===== config.mk =====
export PLATFORM = sky130hd
export DESIGN_NAME = pipe_stall_ctrl
export DESIGN_NICKNAME = d
export VERILOG_FILES = /design/src/rtl/rv32i_pkg.sv /design/src/rtl/sat_counter.sv /design/src/rtl/pipe_stall_ctrl.sv
export SDC_FILE = /design/constraint.sdc
export NUM_CORES = 1
export LEC_CHECK = 0
export BUFFER_PORTS_ARGS = -buffer_cell sky130_fd_sc_hd__buf_4
export CAP_MARGIN = 5
export CELL_PAD_IN_SITES_DETAIL_PLACEMENT = 0
export CELL_PAD_IN_SITES_GLOBAL_PLACEMENT = 1
export CORE_ASPECT_RATIO = 1.1
export CORE_MARGIN = 5
export CORE_UTILIZATION = 39
export CTS_CLUSTER_SIZE = 30
export DETAILED_ROUTE_END_ITERATION = 7
export PLACE_DENSITY_LB_ADDON = 0.08
export SETUP_SLACK_MARGIN = 0.3
export SYNTH_ARGS = -nofsm -noshare
export SYNTH_HDL_FRONTEND = slang
export SYNTH_SLANG_ARGS = --single-unit

===== constraint.sdc =====
create_clock -name clk -period 3.18 [get_ports clk]
set_input_delay 0.318 -clock clk [delete_from_list [all_inputs] [get_ports clk]]
set_output_delay 0.318 -clock clk [all_outputs]
set_load 0.02 [all_outputs]

===== src/rtl/rv32i_pkg.sv =====
// ---------------------------------------------------------------------------
// rv32i_pkg
//
// Shared RV32I definitions for the front-end pipeline control logic.
//
// Contents:
//   DEFAULT_RESET_PC  - default PC loaded on reset
//   NOP_INSTR         - bubble instruction (addi x0,x0,0)
//   OP_LOAD / OP_BRANCH / OP_IMM - opcode values used by hazard-related decode
//   *_MSB / *_LSB     - instruction field bit positions (opcode, rd, rs1, rs2)
//   fe_action_t       - per-cycle action of the PC + IF/ID register
//   be_action_t       - per-cycle action of the ID/EX register
//   instr_* helpers   - field extraction and opcode classification
// ---------------------------------------------------------------------------
package rv32i_pkg;

    localparam logic [31:0] DEFAULT_RESET_PC = 32'h0000_0000;

    // Opcode values the front end cares about.
    localparam logic [6:0] OP_LOAD   = 7'b0000011;
    localparam logic [6:0] OP_BRANCH = 7'b1100011;
    localparam logic [6:0] OP_IMM    = 7'b0010011;

    // addi x0,x0,0 expressed through its fields so it stays tied to OP_IMM.
    localparam logic [31:0] NOP_INSTR = {12'h000, 5'd0, 3'b000, 5'd0, OP_IMM};

    // Instruction field positions.
    localparam int OPCODE_MSB = 6;
    localparam int OPCODE_LSB = 0;
    localparam int RD_MSB     = 11;
    localparam int RD_LSB     = 7;
    localparam int RS1_MSB    = 19;
    localparam int RS1_LSB    = 15;
    localparam int RS2_MSB    = 24;
    localparam int RS2_LSB    = 20;

    // What the PC and IF/ID register do this cycle.
    typedef enum logic [1:0] {
        FE_ADVANCE,   // PC += 4, IF/ID captures the fetched instruction
        FE_HOLD,      // PC and IF/ID keep their contents
        FE_BUBBLE,    // PC holds, IF/ID loads a bubble (fetch not acknowledged)
        FE_FLUSH      // PC takes the redirect target, IF/ID loads a bubble
    } fe_action_t;

    // What the ID/EX register does this cycle.
    typedef enum logic [1:0] {
        BE_ADVANCE,   // ID/EX captures the IF/ID contents
        BE_BUBBLE,    // ID/EX loads a bubble (decode killed)
        BE_FLUSH      // ID/EX loads a bubble (redirect)
    } be_action_t;

    function automatic logic [6:0] instr_opcode(input logic [31:0] instr);
        return instr[OPCODE_MSB:OPCODE_LSB];
    endfunction

    function automatic logic [4:0] instr_rd(input logic [31:0] instr);
        return instr[RD_MSB:RD_LSB];
    endfunction

    function automatic logic [4:0] instr_rs1(input logic [31:0] instr);
        return instr[RS1_MSB:RS1_LSB];
    endfunction

    function automatic logic [4:0] instr_rs2(input logic [31:0] instr);
        return instr[RS2_MSB:RS2_LSB];
    endfunction

    function automatic logic is_load(input logic [31:0] instr);
        return instr_opcode(instr) == OP_LOAD;
    endfunction

    function automatic logic is_branch(input logic [31:0] instr);
        return instr_opcode(instr) == OP_BRANCH;
    endfunction

endpackage


===== src/rtl/sat_counter.sv =====
// ---------------------------------------------------------------------------
// sat_counter
//
// Saturating up-counter with enable and asynchronous active-low clear.
// The count sticks at all-ones instead of wrapping back to zero.
//
// Ports:
//   clk    in   1      clock, rising edge
//   rst_n  in   1      asynchronous active-low clear
//   en     in   1      increment this cycle
//   count  out  WIDTH  current count
// ---------------------------------------------------------------------------
module sat_counter #(
    parameter int WIDTH = 32
) (
    input  logic             clk,
    input  logic             rst_n,
    input  logic             en,
    output logic [WIDTH-1:0] count
);

    logic at_max;

    assign at_max = &count;

    // Count up on enable, hold once the counter is saturated.
    always_ff @(posedge clk or negedge rst_n) begin
        if (!rst_n) begin
            count <= '0;
        end else if (en && !at_max) begin
            count <= count + 1'b1;
        end
    end

endmodule


===== src/rtl/pipe_stall_ctrl.sv =====
// ---------------------------------------------------------------------------
// pipe_stall_ctrl
//
// Front-end pipeline register controller for the RV32I core. Owns the PC,
// the IF/ID register and the hazard-relevant part of the ID/EX register, and
// holds, bubbles or flushes them each cycle according to the stall/kill
// requests from hazard_detect, taken redirects from EX and instruction
// memory acknowledge.
//
// Per-cycle priority: reset > redirect > kill_IF/kill_DEC > imem_ack low >
// normal advance. kill_IF controls the PC + IF/ID side, kill_DEC the ID/EX
// side; they act independently.
//
// Optional feature: define PIPE_STALL_CNT_EN to build saturating stall and
// flush performance counters. Without it, stall_cnt/flush_cnt read as zero
// and no counter flops exist.
//
// Ports:
//   clk, rst_n            clock (rising edge), async active-low reset
//   kill_IF, kill_DEC     hold PC + IF/ID / bubble ID/EX (from hazard_detect)
//   redirect, redirect_pc taken branch/jump from EX and its target
//   imem_addr             current PC to instruction memory
//   imem_rdata, imem_ack  fetched instruction and its valid strobe
//   ifid_*                IF/ID register and its combinational field slices
//   idex_*                ID/EX register, registered rd and load flag
//   stall_cnt, flush_cnt  performance counters
// ---------------------------------------------------------------------------
module pipe_stall_ctrl
    import rv32i_pkg::*;
#(
    parameter logic [31:0] RESET_PC = DEFAULT_RESET_PC
) (
    input  logic        clk,
    input  logic        rst_n,
    input  logic        kill_IF,
    input  logic        kill_DEC,
    input  logic        redirect,
    input  logic [31:0] redirect_pc,
    output logic [31:0] imem_addr,
    input  logic [31:0] imem_rdata,
    input  logic        imem_ack,
    output logic [31:0] ifid_pc,
    output logic [31:0] ifid_instr,
    output logic        ifid_valid,
    output logic [6:0]  ifid_opcode,
    output logic [4:0]  ifid_rs1,
    output logic [4:0]  ifid_rs2,
    output logic [4:0]  ifid_rd,
    output logic [31:0] idex_pc,
    output logic [31:0] idex_instr,
    output logic [4:0]  idex_rd,
    output logic        idex_mem_read,
    output logic        idex_valid,
    output logic [31:0] stall_cnt,
    output logic [31:0] flush_cnt
);

    fe_action_t  fe_action;
    be_action_t  be_action;

    logic [31:0] pc;
    logic [31:0] redirect_target;
    logic        unused_redirect_lsbs;

    // Redirect targets are word aligned; the low two bits are dropped.
    assign redirect_target      = {redirect_pc[31:2], 2'b00};
    assign unused_redirect_lsbs = ^redirect_pc[1:0];

    // Resolve the per-cycle priority into one action for each half of the
    // front end. A redirect overrides everything below reset, so both
    // halves flush together. Otherwise the fetch side and the decode side
    // are decided separately: kill_IF holds fetch (and masks a missing ack,
    // so a held IF/ID instruction is never bubbled away), kill_DEC bubbles
    // ID/EX no matter what the fetch side does.
    always_comb begin
        fe_action = FE_ADVANCE;
        be_action = BE_ADVANCE;
        if (redirect) begin
            fe_action = FE_FLUSH;
            be_action = BE_FLUSH;
        end else begin
            if (kill_IF) begin
                fe_action = FE_HOLD;
            end else if (!imem_ack) begin
                fe_action = FE_BUBBLE;
            end
            if (kill_DEC) begin
                be_action = BE_BUBBLE;
            end
        end
    end

    // PC and IF/ID register. A bubble keeps the old ifid_pc; only the
    // instruction and valid bit change. PC arithmetic is 32-bit so it
    // wraps from 0xFFFF_FFFC to 0 on its own.
    always_ff @(posedge clk or negedge rst_n) begin
        if (!rst_n) begin
            pc         <= RESET_PC;
            ifid_pc    <= RESET_PC;
            ifid_instr <= NOP_INSTR;
            ifid_valid <= 1'b0;
        end else begin
            unique case (fe_action)
                FE_ADVANCE: begin
                    pc         <= pc + 32'd4;
                    ifid_pc    <= pc;
                    ifid_instr <= imem_rdata;
                    ifid_valid <= 1'b1;
                end
                FE_HOLD: begin
                    pc         <= pc;
                    ifid_instr <= ifid_instr;
                    ifid_valid <= ifid_valid;
                end
                FE_BUBBLE: begin
                    ifid_instr <= NOP_INSTR;
                    ifid_valid <= 1'b0;
                end
                FE_FLUSH: begin
                    pc         <= redirect_target;
                    ifid_instr <= NOP_INSTR;
                    ifid_valid <= 1'b0;
                end
                default: begin
                    pc <= pc;
                end
            endcase
        end
    end

    // ID/EX register. rd and the load flag are decoded from the IF/ID
    // instruction as it is captured, so hazard_detect sees a flop output
    // instead of a decode path hanging off idex_instr. An invalid IF/ID
    // entry is gated so it can never look like a real destination.
    always_ff @(posedge clk or negedge rst_n) begin
        if (!rst_n) begin
            idex_pc       <= RESET_PC;
            idex_instr    <= NOP_INSTR;
            idex_rd       <= 5'd0;
            idex_mem_read <= 1'b0;
            idex_valid    <= 1'b0;
        end else begin
            unique case (be_action)
                BE_ADVANCE: begin
                    idex_pc       <= ifid_pc;
                    idex_instr    <= ifid_instr;
                    idex_rd       <= ifid_valid ? instr_rd(ifid_instr) : 5'd0;
                    idex_mem_read <= ifid_valid && is_load(ifid_instr);
                    idex_valid    <= ifid_valid;
                end
                BE_BUBBLE, BE_FLUSH: begin
                    idex_instr    <= NOP_INSTR;
                    idex_rd       <= 5'd0;
                    idex_mem_read <= 1'b0;
                    idex_valid    <= 1'b0;
                end
                default: begin
                    idex_valid <= idex_valid;
                end
            endcase
        end
    end

    // hazard_detect compares these against ID/EX in the same cycle, so they
    // are plain slices of the registered IF/ID instruction.
    assign imem_addr   = pc;
    assign ifid_opcode = instr_opcode(ifid_instr);
    assign ifid_rs1    = instr_rs1(ifid_instr);
    assign ifid_rs2    = instr_rs2(ifid_instr);
    assign ifid_rd     = instr_rd(ifid_instr);

`ifdef PIPE_STALL_CNT_EN
    // A stall cycle is any non-redirect cycle in which the PC does not move
    // forward: either hazard_detect held fetch or memory did not answer.
    logic stall_inc;
    logic flush_inc;

    assign stall_inc = (fe_action == FE_HOLD) || (fe_action == FE_BUBBLE);
    assign flush_inc = (fe_action == FE_FLUSH);

    sat_counter #(
        .WIDTH (32)
    ) u_stall_cnt (
        .clk   (clk),
        .rst_n (rst_n),
        .en    (stall_inc),
        .count (stall_cnt)
    );

    sat_counter #(
        .WIDTH (32)
    ) u_flush_cnt (
        .clk   (clk),
        .rst_n (rst_n),
        .en    (flush_inc),
        .count (flush_cnt)
    );
`else
    assign stall_cnt = 32'd0;
    assign flush_cnt = 32'd0;
`endif

endmodule


==> results.txt <==
outcome - finished, final reports clean
R2R setup slack - 0.75 ns
RSZ-0062 raised after global routing - no
gp weighted congestion - 0.839
Max-Cap Viols - 0
Inserted Clock Buffers - 17
starting density of the core - 39.9%
Netlist cell types - 50
combinational share of power - 33.2%
#FFs+latches synth - 162
DP HPWL - 15,200 um
via count - 5,548
Slowest-stage cell, CP - or4_1
startpoint types - flip-flop
first-pass GRT wire length - 32,300 um
setup TNS - 0 ns
FFs w/ async S/R, synth - 100%
final max-slew violation count - 0
min Tclk post-route - 2.43 ns
Sw Ratio - 36.0%
met2 WL post-DR - 10,300 um
warning count from the yosys run - 0
Crit. Startpoint - imem_addr[2]$_DFFE_PN0P_
EDFF count, synth - 0
initial antenna violation count - 1
post-CTS setup repair buffer count - 0
M1 WL - 8180 um
root buf cell - clkbuf_16
# H-tree levels - 4
internal power - 0.00475 W
Worst-path clk slew - 0.06 ns
antenna viol nets, final - 0
Worst-Margin Slew - 0.829 ns
P_sw - 0.00267 W
fillcell total - 1,716
share of cells above drive strength 1 - 42.6%
die area - 21,800 sq um
Final Core Density - 52.5%
CP cell instances - ha_1, nand3_4, or4_1, or4_1, a211oi_1
Worst Min Path Start - imem_rdata[4]
sequential share of power - 40.6%
slew margin rel. - 44.7%
dominant synthesized flop cell - dfrtp_1
Most Frequent Cell on Critical Path - or4_1
Hold Crit Class - in -> reg
Max Used Layer - met5
wire per inst - 18.4 um
initial drt markers - 334
CP max FO - 10
DRT Pass-1 Iters - 5
Setup-failing EPs final - 0
grt total ovfl - 0
Max Clk Rate - 0.412 GHz
sequential area share after synthesis - 55.1%
Inserted Diodes - 0
TritonCTS clock tree - built
detailed-route DRC error count - 0
CTS max path bufs - 2
Clock Skew - 0.0100 ns
critical path arrival - 2.76 ns
final WL - 20,500 um
CP peak stage delay - 0.60 ns
die height - 154 um
Peak supply drop - 0.373 mV
Power per Cell Area - 764 nW/um^2
clk_lat worst skew - 0.42 ns
Core Area - 18,500 sq um
Die W - 141 um
post-synthesis cell count - 634
Reg-to-Reg Start - imem_addr[2]$_DFFE_PN0P_
vias in the first global route - 5,599
Mapped Avg Cell Area - 11.6 sq um
nets - 934
row count - 52
largest net degree at the start of global routing - 80
endpoints failing hold - 0
num ports - 324
CP Class - reg -> reg
Final Cycle Share - 76.3%
cell area after synthesis - 7370 sq um
I/O Buffers - 251
area delta synth->final - 31.6%
# clock sinks - 162
met3 WL - 1790 um
clock power share - 26.2%
Req. time, crit path - 3.51 ns
Critical Path End Type - flip-flop
GR Util All Layers - 18.7%
DR vias/cell - 4.97
Pleak - 4.72 nW
==> cells in the mapped netlist (14+ instances only) <==
cell / instances / area [sq um]
mux2_2: 60 / 676
a21oi_1: 21 / 105
clkbuf_1: 30 / 113
nand2_1: 21 / 78.8
a22o_1: 36 / 315
nand3_1: 16 / 80.1
buf_4: 92 / 691
dfrtp_1: 156 / 3900
o21ai_0: 14 / 70.1
and2_1: 31 / 194
nor2_1: 16 / 60.1
==> worst paths after layout <==
path	cells past startpoint	endpoint
max	5	imem_addr[30]$_DFFE_PN0P_
min	2	ifid_instr[4]$_DFFE_PN1P_
max reg2reg	5	imem_addr[30]$_DFFE_PN0P_
min reg2reg	1	idex_pc[25]$_DFFE_PN0N_
max in group asynchronous	3	imem_addr[21]$_DFFE_PN0P_
min in group asynchronous	2	idex_instr[21]$_DFFE_PN0P_
==> through the flow <==
step	cells	setup slack (ns)	total power, W	area [sq um]	hold slack [ns]
2_1_floorplan	703	0.894	0.00441	7630	0.0224
3_3_place_gp	1083	0.475	0.00549	9140	0.405
3_5_place_dp	1083	0.336	0.00554	9140	0.411
4_1_cts	1116	0.728	0.00751	9710	0.0922
5_1_grt	1116	0.565	0.00782	9710	0.0920
6_report	1116	0.753	0.00741	9710	0.111
==> repair_timing <==
action	4_1_cts	5_1_grt
hold endpoints to repair	70	0
gates resized for setup	0	0
hold buffers	1	0
endpoints found under the setup margin	0	0
==> power groups by stage <==
stage / registers (W) / clock network [W] / logic [W]
after floorplan: 0.00353 / 0 / 0.000885
after global placement: 0.00302 / 0 / 0.00246
after detailed placement: 0.00305 / 0 / 0.00249
after CTS: 0.00302 / 0.00200 / 0.00250
after global routing: 0.00310 / 0.00209 / 0.00263
final: 0.00301 / 0.00195 / 0.00246
==> logic make-up (layout without fill, tap and decap cells) <==
group	count (synthesis)	in the layout	synth area share, %
and+or+nand+nor	153	153	11.9
other	1	70	0.0509
muxes	61	61	9.30
DFF	162	162	55.1
adders and majority gates	4	4	0.679
buffers and inverters	139	309	11.8
AOI/OAI and AO/OA	114	114	11.2
==> worst max-delay path: cells and delay by family (launching register included) <==
family	cells	cell delay, ns
AOI/OAI and AO/OA	1	0.25
DFF	1	0.47
and+or+nand+nor	3	1.31
adders and majority gates	1	0.30
==> layer usage <==
layer,global-route usage (%),up-vias
met2,30.9,238
met1,23.5,2733
met5,0,-
li1,-,2561
met3,6.49,14
met4,4.57,2
==> flip-flops by register name, indices dropped and copies added, names as in the netlist <==
| register | flops |
|---|---|
| idex_pc | 30 |
| idex_valid | 1 |
| idex_instr | 32 |
| ifid_valid | 1 |
| idex_rd | 5 |
| ifid_pc | 30 |
| imem_addr | 30 |
| idex_mem_read | 1 |
| ifid_instr | 32 |
==> layout by cell type (no fill, tap or decap), types with 16 or more instances in the layout <==
| cell type | netlist | layout |
|---|---|---|
| nand3_1 | 16 | 16 |
| a22o_1 | 36 | 36 |
| and2_1 | 31 | 31 |
| clkbuf_16 | 0 | 17 |
| conb_1 | 1 | 70 |
| a21oi_1 | 21 | 21 |
| dfrtp_1 | 156 | 156 |
| buf_4 | 92 | 264 |
| nand2_1 | 21 | 21 |
| mux2_2 | 60 | 60 |
==> cell type report <==
cell class | instances | area (sq um) | area share (%)
clock buffers | 18 | 429 | 4.42
clock inverters | 14 | 130 | 1.34
repair buffers | 267 | 2020 | 20.8
multi-input cells | 402 | 2720 | 28.0
well taps | 243 | 304 | 3.13
flip-flops and latches | 162 | 4060 | 41.8
inverters | 10 | 37.5 | 0.387
Note: power is estimated with default switching activity, not from simulation.
